<file path="src/rtl/mem_arbiter_if.sv">
// Bus bundle between the fetch/MEM-stage clients, the arbiter and the shared memory.
// The arbiter takes the slave view; a client/memory model takes the master view.
interface mem_arbiter_if;
  logic        if_req_i;
  logic [31:0] if_addr_i;
  logic        if_abort_i;
  logic        if_ready_o;
  logic [31:0] if_rdata_o;

  logic        dm_req_i;
  logic        dm_we_i;
  logic [31:0] dm_addr_i;
  logic [31:0] dm_wdata_i;
  logic        dm_ready_o;
  logic [31:0] dm_rdata_o;

  logic        mem_req_o;
  logic        mem_we_o;
  logic [31:0] mem_addr_o;
  logic [31:0] mem_wdata_o;
  logic        mem_ack_i;
  logic [31:0] mem_rdata_i;

  logic        stall_o;
  logic        err_o;

  modport slave (
    input  if_req_i, if_addr_i, if_abort_i,
    output if_ready_o, if_rdata_o,
    input  dm_req_i, dm_we_i, dm_addr_i, dm_wdata_i,
    output dm_ready_o, dm_rdata_o,
    output mem_req_o, mem_we_o, mem_addr_o, mem_wdata_o,
    input  mem_ack_i, mem_rdata_i,
    output stall_o, err_o
  );

  modport master (
    output if_req_i, if_addr_i, if_abort_i,
    input  if_ready_o, if_rdata_o,
    output dm_req_i, dm_we_i, dm_addr_i, dm_wdata_i,
    input  dm_ready_o, dm_rdata_o,
    input  mem_req_o, mem_we_o, mem_addr_o, mem_wdata_o,
    output mem_ack_i, mem_rdata_i,
    input  stall_o, err_o
  );
endinterface

</file>
<file path="src/rtl/mem_arbiter.sv">
// Fixed-priority (data over fetch) arbiter onto one single-port memory, with
// fetch-abort kill tracking and a sticky ack-timeout error.
module mem_arbiter #(
  parameter int TIMEOUT = 64
) (
  input  logic         clk_i,
  input  logic         rst_i,
  mem_arbiter_if.slave bus
);

  typedef enum logic [2:0] {IDLE, BUSY_D, BUSY_I, DONE_D, DONE_I} state_t;

  localparam logic [9:0] TO_LAST = 10'(TIMEOUT - 1);

  state_t      state_q, state_d;
  logic        we_q;
  logic [31:0] addr_q, wdata_q;
  logic [31:0] dm_rdata_q, if_rdata_q;
  logic [9:0]  cnt_q;
  logic        kill_q, err_q;

  logic busy, ack, tmo, fin;

  assign busy = (state_q == BUSY_D) || (state_q == BUSY_I);
  assign ack  = busy & bus.mem_ack_i;
  // An ack on the last allowed cycle wins over the timeout.
  assign tmo  = busy & ~bus.mem_ack_i & (cnt_q == TO_LAST);
  assign fin  = ack | tmo;

  always_comb begin
    state_d = state_q;
    unique case (state_q)
      IDLE: begin
        if (bus.dm_req_i)                          state_d = BUSY_D;
        else if (bus.if_req_i && !bus.if_abort_i)  state_d = BUSY_I;
      end
      BUSY_D:  if (fin) state_d = DONE_D;
      BUSY_I:  if (fin) state_d = DONE_I;
      DONE_D:  state_d = IDLE;
      DONE_I:  state_d = IDLE;
      default: state_d = IDLE;
    endcase
  end

  always_ff @(posedge clk_i) begin
    if (rst_i) begin
      state_q    <= IDLE;
      we_q       <= 1'b0;
      addr_q     <= '0;
      wdata_q    <= '0;
      dm_rdata_q <= '0;
      if_rdata_q <= '0;
      cnt_q      <= '0;
      kill_q     <= 1'b0;
      err_q      <= 1'b0;
    end else begin
      state_q <= state_d;

      if (state_q == IDLE) begin
        cnt_q <= '0;
        if (bus.dm_req_i) begin
          we_q    <= bus.dm_we_i;
          addr_q  <= bus.dm_addr_i;
          wdata_q <= bus.dm_wdata_i;
        end else if (bus.if_req_i && !bus.if_abort_i) begin
          we_q   <= 1'b0;
          addr_q <= bus.if_addr_i;
        end
      end else if (busy && !bus.mem_ack_i) begin
        cnt_q <= cnt_q + 10'd1;
      end

      // The aborted fetch still completes on the bus; only its result is dropped.
      if (state_d == IDLE)
        kill_q <= 1'b0;
      else if (state_q == BUSY_I && bus.if_abort_i)
        kill_q <= 1'b1;

      if (state_q == BUSY_D && fin && !we_q)
        dm_rdata_q <= tmo ? 32'h0 : bus.mem_rdata_i;

      if (state_q == BUSY_I && fin && !kill_q && !bus.if_abort_i)
        if_rdata_q <= tmo ? 32'h0 : bus.mem_rdata_i;

      if (tmo)
        err_q <= 1'b1;
    end
  end

  assign bus.mem_req_o   = busy;
  assign bus.mem_we_o    = busy & we_q;
  assign bus.mem_addr_o  = addr_q;
  assign bus.mem_wdata_o = wdata_q;

  assign bus.dm_ready_o  = (state_q == DONE_D);
  assign bus.dm_rdata_o  = dm_rdata_q;
  assign bus.if_ready_o  = (state_q == DONE_I) & ~kill_q & ~bus.if_abort_i;
  assign bus.if_rdata_o  = if_rdata_q;

  assign bus.stall_o = (bus.dm_req_i & ~bus.dm_ready_o) |
                       (bus.if_req_i & ~bus.if_ready_o & ~bus.if_abort_i);
  assign bus.err_o   = err_q;

endmodule

</file>
<file path="src/flat_wrapper.sv">
// flat-port wrapper written by rule: the top's interface ports become plain ports
module mem_arbiter_flat 
#(
  parameter int TIMEOUT = 64
)
  (clk_i, rst_i, bus_if_req_i, bus_if_addr_i, bus_if_abort_i, bus_if_ready_o, bus_if_rdata_o, bus_dm_req_i, bus_dm_we_i, bus_dm_addr_i, bus_dm_wdata_i, bus_dm_ready_o, bus_dm_rdata_o, bus_mem_req_o, bus_mem_we_o, bus_mem_addr_o, bus_mem_wdata_o, bus_mem_ack_i, bus_mem_rdata_i, bus_stall_o, bus_err_o);
  mem_arbiter_if bus_i ();
  input  logic clk_i;
  input  logic rst_i;
  input wire logic [$bits(bus_i.if_req_i)-1:0] bus_if_req_i;
  input wire logic [$bits(bus_i.if_addr_i)-1:0] bus_if_addr_i;
  input wire logic [$bits(bus_i.if_abort_i)-1:0] bus_if_abort_i;
  output wire logic [$bits(bus_i.if_ready_o)-1:0] bus_if_ready_o;
  output wire logic [$bits(bus_i.if_rdata_o)-1:0] bus_if_rdata_o;
  input wire logic [$bits(bus_i.dm_req_i)-1:0] bus_dm_req_i;
  input wire logic [$bits(bus_i.dm_we_i)-1:0] bus_dm_we_i;
  input wire logic [$bits(bus_i.dm_addr_i)-1:0] bus_dm_addr_i;
  input wire logic [$bits(bus_i.dm_wdata_i)-1:0] bus_dm_wdata_i;
  output wire logic [$bits(bus_i.dm_ready_o)-1:0] bus_dm_ready_o;
  output wire logic [$bits(bus_i.dm_rdata_o)-1:0] bus_dm_rdata_o;
  output wire logic [$bits(bus_i.mem_req_o)-1:0] bus_mem_req_o;
  output wire logic [$bits(bus_i.mem_we_o)-1:0] bus_mem_we_o;
  output wire logic [$bits(bus_i.mem_addr_o)-1:0] bus_mem_addr_o;
  output wire logic [$bits(bus_i.mem_wdata_o)-1:0] bus_mem_wdata_o;
  input wire logic [$bits(bus_i.mem_ack_i)-1:0] bus_mem_ack_i;
  input wire logic [$bits(bus_i.mem_rdata_i)-1:0] bus_mem_rdata_i;
  output wire logic [$bits(bus_i.stall_o)-1:0] bus_stall_o;
  output wire logic [$bits(bus_i.err_o)-1:0] bus_err_o;
  assign bus_i.if_req_i = bus_if_req_i;
  assign bus_i.if_addr_i = bus_if_addr_i;
  assign bus_i.if_abort_i = bus_if_abort_i;
  assign bus_if_ready_o = bus_i.if_ready_o;
  assign bus_if_rdata_o = bus_i.if_rdata_o;
  assign bus_i.dm_req_i = bus_dm_req_i;
  assign bus_i.dm_we_i = bus_dm_we_i;
  assign bus_i.dm_addr_i = bus_dm_addr_i;
  assign bus_i.dm_wdata_i = bus_dm_wdata_i;
  assign bus_dm_ready_o = bus_i.dm_ready_o;
  assign bus_dm_rdata_o = bus_i.dm_rdata_o;
  assign bus_mem_req_o = bus_i.mem_req_o;
  assign bus_mem_we_o = bus_i.mem_we_o;
  assign bus_mem_addr_o = bus_i.mem_addr_o;
  assign bus_mem_wdata_o = bus_i.mem_wdata_o;
  assign bus_i.mem_ack_i = bus_mem_ack_i;
  assign bus_i.mem_rdata_i = bus_mem_rdata_i;
  assign bus_stall_o = bus_i.stall_o;
  assign bus_err_o = bus_i.err_o;
  mem_arbiter #(.TIMEOUT(TIMEOUT)) u_core (.clk_i(clk_i), .rst_i(rst_i), .bus(bus_i));
endmodule
</file>
<file path="config.mk">
export PLATFORM = sky130hd
export DESIGN_NAME = mem_arbiter_flat
export DESIGN_NICKNAME = d
export VERILOG_FILES = /design/src/rtl/mem_arbiter_if.sv /design/src/rtl/mem_arbiter.sv /design/src/flat_wrapper.sv
export SDC_FILE = /design/constraint.sdc
export NUM_CORES = 1
export LEC_CHECK = 0
export ABC_AREA = 1
export BUFFER_PORTS_ARGS = -buffer_cell sky130_fd_sc_hd__buf_4
export CAP_MARGIN = 20
export CORE_MARGIN = 5
export CORE_UTILIZATION = 51
export DETAILED_ROUTE_END_ITERATION = 8
export PLACE_DENSITY = 0.85
export SLEW_MARGIN = 5
export SYNTH_ARGS = -nofsm -noshare
export SYNTH_HDL_FRONTEND = slang
export SYNTH_SLANG_ARGS = --single-unit
</file>
<file path="constraint.sdc">
create_clock -name clk_i -period 3.8 [get_ports clk_i]
set_clock_uncertainty 0.05 [all_clocks]
set_input_delay 0 -clock clk_i [delete_from_list [all_inputs] [get_ports clk_i]]
set_output_delay 0 -clock clk_i [all_outputs]
set_load 0.05 [all_outputs]
</file>
==> run metrics, run 1 <==
vias per inst=5.40; CP bufs+invs=5; first-pass GRT wire length=about 42000 µm; Reg2Reg Depth=9; DR iter-0 viols=between 900 and 1k; YS warnings=0; row count=40; via count=about 8k; worst hold slack=0.0898 ns; final setup vio count=0; Core ar.=about 12000 µm²; Worst-path clk slew=~0.060 ns; Setup crit end kind=register; CP Data Arrival Time=between 3 and 4 ns; hold path startpoint=bus_if_abort_i; Pleak=roughly 5.2 nW; cell mode on critical path=inv_1; part of the cycle the worst path needs=79.7%; CP startpoint kind=register; R2R Path Start=u_core.state_q[1]; GRT Total Usage=around 37%; synth top area cells=dfxtp_1, nand2_1, nor2_1, inv_1, o21ai_0; Final Hold Vio Count=0; Total Nets Final=1451; WHS Path Cells=7; worst skew pair latency=between 0.4 and 0.5 ns; largest net degree at the start of global routing=96; cells along the critical path=inv_1 -> nand3_1 -> inv_1 -> nand2_1 -> clkinv_1 -> buf_4 -> o21ai_0 -> a31oi_1 -> dlygate4sd3_1; most frequent cells in the layout=buf_4, nand2_1, nor2_1, dfxtp_1, dlygate4sd3_1; GPL Wtd Cong=between 0.8 and 0.9; Post-Syn Nets=1068; H-tree Lvls=4; Final min period=3.03 ns; Place WS=roughly 1.4 ns; kind of critical path=reg2reg; largest area contributor in the synthesized netlist=dfxtp_1; Overflow after GRT=0; fin util=between 80% and 90%; root buffer cell=clkbuf_16; reg-to-reg endpoint=u_core.bus.mem_addr_o[10]; die height=roughly 120 µm; Slowest-stage cell, CP=dlygate4sd3_1; DRC viols=0; R2R setup slack=0.77 ns; final wirelength=roughly 27000 µm; cell family with most CP delay=buffers and inverters; Worst Tran Pin Value=roughly 0.95 ns; critical path required time=4.05 ns; num ports=269; dpl hpwl=roughly 13000 µm; Port Buf Inserts=between 200 and 300; layout cells sized above 1=a little under a quarter; status=finished clean; top_reg_cell synth=dfxtp_1; DR WL/cell=roughly 18 µm; clock sink total=about 140; Peak Freq=~330 MHz; Mapped Avg Cell Area=between 6 and 7 µm²; Slew HR=between 30% and 40%; Initial Util=between 50% and 60%; crit path max fanout=38; VDD IR max=between 0.2 and 0.25 mV; Post-CTS Setup Bufs=0; die width=120 µm; Antenna Cells=0; clock buffer depth=2; # fillers=between 500 and 600; hold endpoint=u_core.kill_q; final setup TNS=0 ns; vias in the first global route=8035; CTS tree=yes; cell area after synthesis=between 6000 and 7000 µm²; Distinct cells, synth=28; commonest non-fill, non-tap cell in the layout=buf_4; Worst Hold Class=in2reg; antenna viol nets, final=0; number of max-cap violations=0; register bit total from synthesis=approximately 140; Final Max Slew Viols=0; Area Overhead vs Synth=65.3%; sequential fraction of the synthesis area=a little under half; final worst slack=roughly 0.77 ns; RSZ-0062 raised after global routing=false; Pwr Density=about 470 nW/µm²; first-pass iteration count of the detailed router=6; TritonCTS buffer count=17; max incr delay on CP=roughly 0.60 ns; Syn Inst Count=slightly above 900; post-synthesis async set-or-reset flop share=0%; initial antenna violation count=0; Synth top area share=46.8%; Post-synth EDFFs=0; die area=~14000 µm²
worst reg2reg max path: stages, from the launching register on:
cell           delay, ns
dfxtp_1             0.34
inv_1               0.09
nand3_1             0.14
inv_1               0.10
nand2_1             0.11
clkinv_1            0.55
buf_4               0.50
o21ai_0             0.32
a31oi_1             0.10
dlygate4sd3_1       0.60
power breakdown:
group / switching, mW / internal, mW / total, mW
clock network: 0.619 / 1.03 / 1.65
registers: 0.0913 / 1.64 / 1.73
logic: 0.918 / 0.492 / 1.41
timing repair:
action	CTS	global route
endpoints found under the hold margin	138	0
setup endpoints to repair	0	0
resized for setup	0	0
hold buffers	143	0
synthesized netlist by cell type, types with 2 or more instances:
cell type,instances
a31oi_1,33
inv_2,2
nand3_1,10
clkbuf_1,35
o21ai_0,80
nor3_1,4
a21oi_1,23
nand4_1,2
xor2_1,2
nor2_1,204
buf_1,2
dfxtp_1,144
nand2_1,245
inv_1,119
buf_2,13
nor2_2,2
logic make-up (layout without fill, tap and decap cells):
group	after synthesis	after routing	synth area share, %
adder cells (fa/ha/maj)	1	1	0.203
flip-flops	144	144	46.8
XOR/XNOR	2	2	0.284
buffers and inverters	174	569	10.9
AO/OA/AOI/OAI	137	137	11.8
AND/OR/NAND/NOR	474	474	30.0
final cells by class:
type / instances / area [µm²] / area share [%]
inverter: 122 / 459 / 4.50
sequential: 144 / 2880 / 28.3
tap: 147 / 184 / 1.80
timing repair buffer: 416 / 3480 / 34.1
clock inverter: 6 / 80.1 / 0.786
clock buffer: 25 / 495 / 4.86
multi-input combinational: 614 / 2610 / 25.6
sequential cells by signal (all words and copies together), names as in the netlist:
name,flops
u_core.bus.dm_rdata_o,32
u_core.bus.err_o,1
u_core.bus.if_rdata_o,32
u_core.bus.mem_addr_o,32
u_core.bus.mem_wdata_o,32
u_core.cnt_q,10
u_core.kill_q,1
u_core.state_q,3
u_core.we_q,1
worst max-delay path by stage:
stage / startpoint / to / depth (start not counted)
floorplan: u_core.state_q[1] / bus_stall_o / 3
global placement: u_core.cnt_q[0] / u_core.bus.dm_rdata_o[7] / 8
detailed placement: u_core.cnt_q[0] / u_core.bus.dm_rdata_o[7] / 8
CTS: u_core.state_q[1] / u_core.bus.mem_addr_o[10] / 9
global route: u_core.state_q[1] / u_core.bus.mem_addr_o[15] / 9
finish: u_core.state_q[1] / u_core.bus.mem_addr_o[10] / 9
routing by layer:
metal | up-vias | share of wire (%) | track usage [%]
met2 | 635 | 47 | 61.3
met4 | 0 | 8.0 | 26.1
met1 | 3540 | 35 | 39.9
li1 | 3608 | - | -
met3 | 172 | 10 | 10.6
met5 | - | 0 | 0
per-stage QoR:
stage / cell area (µm²) / cells / power, mW
2_1_floorplan: 6170 / 932 / 2.50
3_3_place_gp: 8190 / 1300 / 2.89
3_5_place_dp: 8190 / 1300 / 2.90
4_1_cts: 10200 / 1474 / 4.68
5_1_grt: 10200 / 1474 / 4.94
6_report: 10200 / 1474 / 4.79
Note: power is estimated with default switching activity, not from simulation.
==> run 2, diff against run 1 <==
ABC_AREA = 0   (was 1)
CORE_UTILIZATION = 47   (was 51)
PLACE_DENSITY = 0.8   (was 0.85)
clock period = 3.1 ns   (was 3.8 ns; I/O delays follow)
==> run metrics, run 2 <==
Pleak=4.28 nW (was 5.16 nW); CTS tree=yes (unchanged); top_reg_cell synth=dfxtp_1 (unchanged); synth cell count leaders=dfxtp_1, nand2_1, mux2i_1, nand2b_1, nor2_1 (was nand2_1, nor2_1, dfxtp_1, inv_1, o21ai_0); die area=14900 µm² (was 14400 µm²); GPL Wtd Cong=0.864 (was 0.836); first-pass GRT wire length=34100 µm (was 42000 µm); cell area after synthesis=5920 µm² (was 6170 µm²); largest area contributor in the synthesized netlist=dfxtp_1 (unchanged); most numerous cell in the Yosys netlist=dfxtp_1 (was nand2_1); Mapped Avg Cell Area=9.41 µm² (was 6.62 µm²); worst skew pair latency=0.41 ns (was 0.42 ns); YS warnings=0 (unchanged); cells along the critical path=nor3_1 -> and2_1 -> buf_4 -> nand2_1 -> a21oi_1 (was inv_1 -> nand3_1 -> inv_1 -> nand2_1 -> clkinv_1 -> buf_4 -> o21ai_0 -> a31oi_1 -> dlygate4sd3_1); # fillers=688 (was 593); Worst-path clk slew=0.06 ns (about the same); first-pass iteration count of the detailed router=5 (was 6); Worst Hold Class=in2reg (unchanged); Final Hold Vio Count=0 (unchanged); R2R setup slack=0.97 ns (was 0.77 ns); final wirelength=22300 µm (was 26800 µm); Post-CTS Setup Bufs=0 (unchanged); fin util=78.9% (was 85.6%); Distinct cells, synth=40 (was 28); DR WL/cell=18.7 µm (was 18.2 µm); via count=6342 (was 7955); vias in the first global route=6736 (was 8035); die height=122 µm (was 120 µm); Slew HR=52.9% (was 36.8%); VDD IR max=0.342 mV (was 0.248 mV); RSZ-0062 raised after global routing=false (unchanged); Antenna Cells=0 (unchanged); final worst slack=0.966 ns (was 0.773 ns); Synth top area share=48.7% (was 46.8%); CP Data Arrival Time=2.40 ns (was 3.28 ns); number of max-cap violations=0 (unchanged); DR iter-0 viols=576 (was 939); CP startpoint kind=register (unchanged); largest net degree at the start of global routing=81 (was 96); Total Nets Final=1144 (was 1451); kind of critical path=reg2reg (unchanged); placed insts=1029 (was 1300); Syn Inst Count=629 (was 932); antenna viol nets, final=0 (unchanged); status=finished clean (unchanged); worst hold slack=0.0828 ns (was 0.0898 ns); Post-Layout Cell Count=1192 (was 1474); Post-synth EDFFs=0 (unchanged); crit path max fanout=18 (was 38); cell family with most CP delay=simple AND/OR/NAND/NOR gates (was buffers and inverters); critical path required time=3.37 ns (was 4.05 ns); Place WS=0.994 ns (was 1.45 ns); Post-Syn Nets=765 (was 1068); Setup crit end kind=register (unchanged); Initial Util=47.5% (was 51.8%); Worst Tran Pin Value=0.707 ns (was 0.948 ns); Overflow after GRT=0 (unchanged); DRC viols=0 (unchanged); part of the cycle the worst path needs=68.8% (was 79.7%); die width=122 µm (was 120 µm); Port Buf Inserts=268 (unchanged); initial antenna violation count=0 (unchanged); num ports=269 (unchanged); most frequent cells in the layout=buf_4, dfxtp_1, dlygate4sd3_1, nand2_1, mux2i_1 (was buf_4, nand2_1, nor2_1, dfxtp_1, dlygate4sd3_1); commonest non-fill, non-tap cell in the layout=buf_4 (unchanged); layout cells sized above 1=30.6% (was 23.5%); max incr delay on CP=0.59 ns (was 0.60 ns); GRT Total Usage=29.0% (was 36.8%); post-synthesis async set-or-reset flop share=0% (unchanged); synth top area cells=dfxtp_1, mux2i_1, nand2b_1, nand2_1, a211oi_1 (was dfxtp_1, nand2_1, nor2_1, inv_1, o21ai_0); Core ar.=12500 µm² (was 11900 µm²); final setup TNS=0 ns (unchanged); Peak Freq=469 MHz (was 330 MHz); CP bufs+invs=1 (was 5); H-tree Lvls=4 (unchanged); clock sink total=144 (unchanged); root buffer cell=clkbuf_16 (unchanged); dpl hpwl=12700 µm (was 13500 µm); row count=41 (was 40); Slowest-stage cell, CP=and2_1 (was dlygate4sd3_1); TritonCTS buffer count=17 (unchanged); sequential fraction of the synthesis area=48.7% (was 46.8%); register bit total from synthesis=144 (unchanged); Area Overhead vs Synth=66.2% (was 65.3%); clock buffer depth=2 (unchanged); Final Max Slew Viols=0 (unchanged); final setup vio count=0 (unchanged); Final min period=2.13 ns (was 3.03 ns); Pwr Density=551 nW/µm² (was 470 nW/µm²); vias per inst=5.32 (was 5.40)
## run 2: timing repair
| item | 4_1_cts | 5_1_grt |
|---|---|---|
| hold buffers | 131 | 0 |
| endpoints found under the hold margin | 133 | 0 |
| resized for setup | 0 | 0 |
## run 2: power breakdown
part	total, mW	leakage, nW	internal [mW]	switching (mW)
Sequential	2.08	1.18	1.98	0.0954
Clock	1.89	0.260	1.16	0.733
Combinational	1.45	2.84	0.550	0.896
Total	5.42	4.28	3.69	1.72
## run 2: logic make-up after synthesis
family | after synthesis | synth area share, %
AO/OA/AOI/OAI | 79 | 8.65
buffers and inverters | 50 | 4.16
AND/OR/NAND/NOR | 249 | 20.5
adder cells (fa/ha/maj) | 1 | 0.211
XOR/XNOR | 9 | 1.33
multiplexers | 97 | 16.4
flip-flops | 144 | 48.7
## run 2: final timing paths
kind	end	depth (start not counted)	start
max	u_core.bus.mem_wdata_o[3]	5	u_core.state_q[2]
min	u_core.bus.err_o	2	rst_i
max reg2reg	u_core.bus.mem_wdata_o[3]	5	u_core.state_q[2]
min reg2reg	u_core.bus.mem_wdata_o[28]	2	u_core.bus.mem_wdata_o[28]
## run 2: cell type report
cell class                      count  area (µm²)  area share (%)
Sequential cell                   144        2880            29.3
Tap cell                          172         215            2.19
Inverter                            4        15.0           0.153
Clock buffer                       26         489            4.97
Multi-Input combinational cell    435        2800            28.4
Timing Repair Buffer              406        3380            34.4
Clock inverter                      5        55.1           0.560
## run 2: layer usage
metal / part of all wire (%) / wire length, µm / GRT usage [%]
met1: 37 / 8190 / 32.3
met2: 49 / 10800 / 48.8
met3: 9.3 / 2080 / 8.62
met4: 5.5 / 1220 / 17.5
met5: 0 / 0 / 0
## run 2: through the flow
| step | power, mW | instance area, µm² |
|---|---|---|
| after CTS | 5.35 | 9820 |
| after global placement | 3.30 | 7970 |
| final | 5.42 | 9840 |
| after floorplan | 2.91 | 5920 |
| after detailed placement | 3.33 | 7970 |
| after global routing | 5.59 | 9840 |
==> run 3, diff against run 2 <==
CORE_UTILIZATION = 42   (was 47)
PLACE_DENSITY = 0.76   (was 0.8)
clock period = 1.8 ns   (was 3.1 ns; I/O delays follow)
==> run metrics, run 3 (synthesis gave the netlist of run 2 again) <==
Pwr Density=932 nW/µm² (was 551 nW/µm²); Area Overhead vs Synth=71.9% (was 66.2%); die width=129 µm (was 122 µm); Slew HR=63.2% (was 52.9%); DR iter-0 viols=308 (was 576); footprint of the multi-input gates=2850 µm² (was 2800 µm²); DRC viols=0 (unchanged); WL met2=11000 µm (was 10800 µm); Overflow after GRT=0 (unchanged); vias in the first global route=6489 (was 6736); GRT Total Usage=25.8% (was 29.0%); Total Nets Final=1166 (was 1144); Pleak=4.44 nW (was 4.28 nW); CP startpoint kind=register (unchanged); critical path required time=2.08 ns (was 3.37 ns); die height=129 µm (was 122 µm); CTS tree=yes (unchanged); final wirelength=22400 µm (was 22300 µm); Final Cell Area=10200 µm² (was 9840 µm²); layout cells sized above 1=33.7% (was 30.6%); worst skew pair latency=0.41 ns (about the same); antenna viol nets, final=0 (unchanged); register area=2890 µm² (was 2880 µm²); Core ar.=13800 µm² (was 12500 µm²); Antenna Cells=0 (unchanged); Final Hold Vio Count=0 (unchanged); Worst Tran Pin Value=0.553 ns (was 0.707 ns); Peak Freq=551 MHz (was 469 MHz); fin util=73.6% (was 78.9%); routed length on met3=2110 µm (was 2080 µm); clock sink total=144 (unchanged); failing checks=setup timing; commonest non-fill, non-tap cell in the layout=buf_4 (unchanged); Final Max Slew Viols=0 (unchanged); Final min period=1.82 ns (was 2.13 ns); row count=43 (was 41); status=complete, but fails checks (was finished clean); die area=16600 µm² (was 14900 µm²); number of max-cap violations=0 (unchanged); initial antenna violation count=0 (unchanged); most frequent cells in the layout=buf_4, dfxtp_1, dlygate4sd3_1, nand2_1, mux2i_1 (unchanged); clock buffer depth=2 (unchanged); Highest Signal Layer=met4 (unchanged); Pwr Total=9.49 mW (was 5.42 mW); Initial Util=42.8% (was 47.5%); RSZ-0062 raised after global routing=true (was false); GPL Wtd Cong=0.834 (was 0.864); Worst Hold Class=in2reg (unchanged); largest net degree at the start of global routing=52 (was 81); final setup vio count=5 (was 0); kind of critical path=reg2reg (unchanged); CP Data Arrival Time=2.10 ns (was 2.40 ns); H-tree Lvls=4 (unchanged); vias per inst=5.13 (was 5.32); placed instance area=8200 µm² (was 7970 µm²); TritonCTS buffer count=17 (unchanged); first-pass GRT wire length=34000 µm (was 34100 µm); WL met1=8360 µm (was 8190 µm); VDD IR max=0.603 mV (was 0.342 mV); dpl hpwl=12700 µm (about the same); # fillers=886 (was 688); Worst-path clk slew=0.06 ns (about the same); DR WL/cell=18.3 µm (was 18.7 µm); final worst slack=-0.0157 ns (was 0.966 ns); root buffer cell=clkbuf_16 (unchanged); Setup crit end kind=register (unchanged); Port Buf Inserts=268 (unchanged); part of the cycle the worst path needs=101% (was 68.8%); first-pass iteration count of the detailed router=6 (was 5); via count=6276 (was 6342); num ports=269 (unchanged); crit path max fanout=8 (was 18)
-- run 3: what timing repair did --
item                                    in CTS  in global routing
gates resized for setup                      8                 13
endpoints found under the setup margin      12                 53
gates cloned                                 0                  2
pin swaps                                    0                  2
hold buffers                               130                  0
buffers inserted                             0                  1
hold endpoints to repair                   134                  0
-- run 3: power breakdown --
part	internal (mW)	total (mW)	leakage, nW	switching (mW)
clock	1.84	3.33	0.265	1.49
sequential	3.41	3.56	1.18	0.146
combinational	1.03	2.60	2.99	1.57
-- run 3: worst max-delay path, stage by stage (launching register included) --
cell and delay (ns):
dfxtp_2 0.34, nor4_4 0.35, a41oi_4 0.20, nor4_4 0.25, buf_6 0.17, clkbuf_16 0.17, mux2i_1 0.21
-- run 3: cell type report --
cell class / instances / share of cell area (%)
repair buffers: 428 / 35.8
flip-flops and latches: 144 / 28.4
multi-input cells: 435 / 28.0
clock buffers: 18 / 4.32
well taps: 180 / 2.21
clock inverters: 14 / 1.17
inverters: 4 / 0.148
-- run 3: worst paths after layout --
kind                                            startpoint                         end  slack, ns  cells past startpoint
worst min-delay path                     bus_if_addr_i[31]   u_core.bus.mem_addr_o[31]       0.08                      3
worst min register to register  u_core.bus.mem_wdata_o[22]  u_core.bus.mem_wdata_o[22]       0.40                      2
worst max register to register             u_core.cnt_q[9]   u_core.bus.if_rdata_o[22]      -0.02                      6
worst max-delay path                       u_core.cnt_q[9]   u_core.bus.if_rdata_o[22]      -0.02                      6
-- run 3: layer usage --
metal | up-vias | track usage [%]
met4 | 0 | 13.0
met2 | 358 | 43.8
met3 | 69 | 8.39
met1 | 2921 | 29.1
li1 | 2928 | -
met5 | - | 0
-- run 3: per-stage QoR --
step	hold slack, ns	setup TNS, ns	std cells	worst slack [ns]
3_3_place_gp	0.198	0	1058	0.0622
5_1_grt	0.106	-1.65	1223	-0.0700
3_5_place_dp	0.205	-0.0319	1058	-0.0217
6_report	0.0762	-0.0354	1223	-0.0157
2_1_floorplan	0.0860	0	629	0.0147
4_1_cts	0.0334	-0.0205	1220	-0.0205
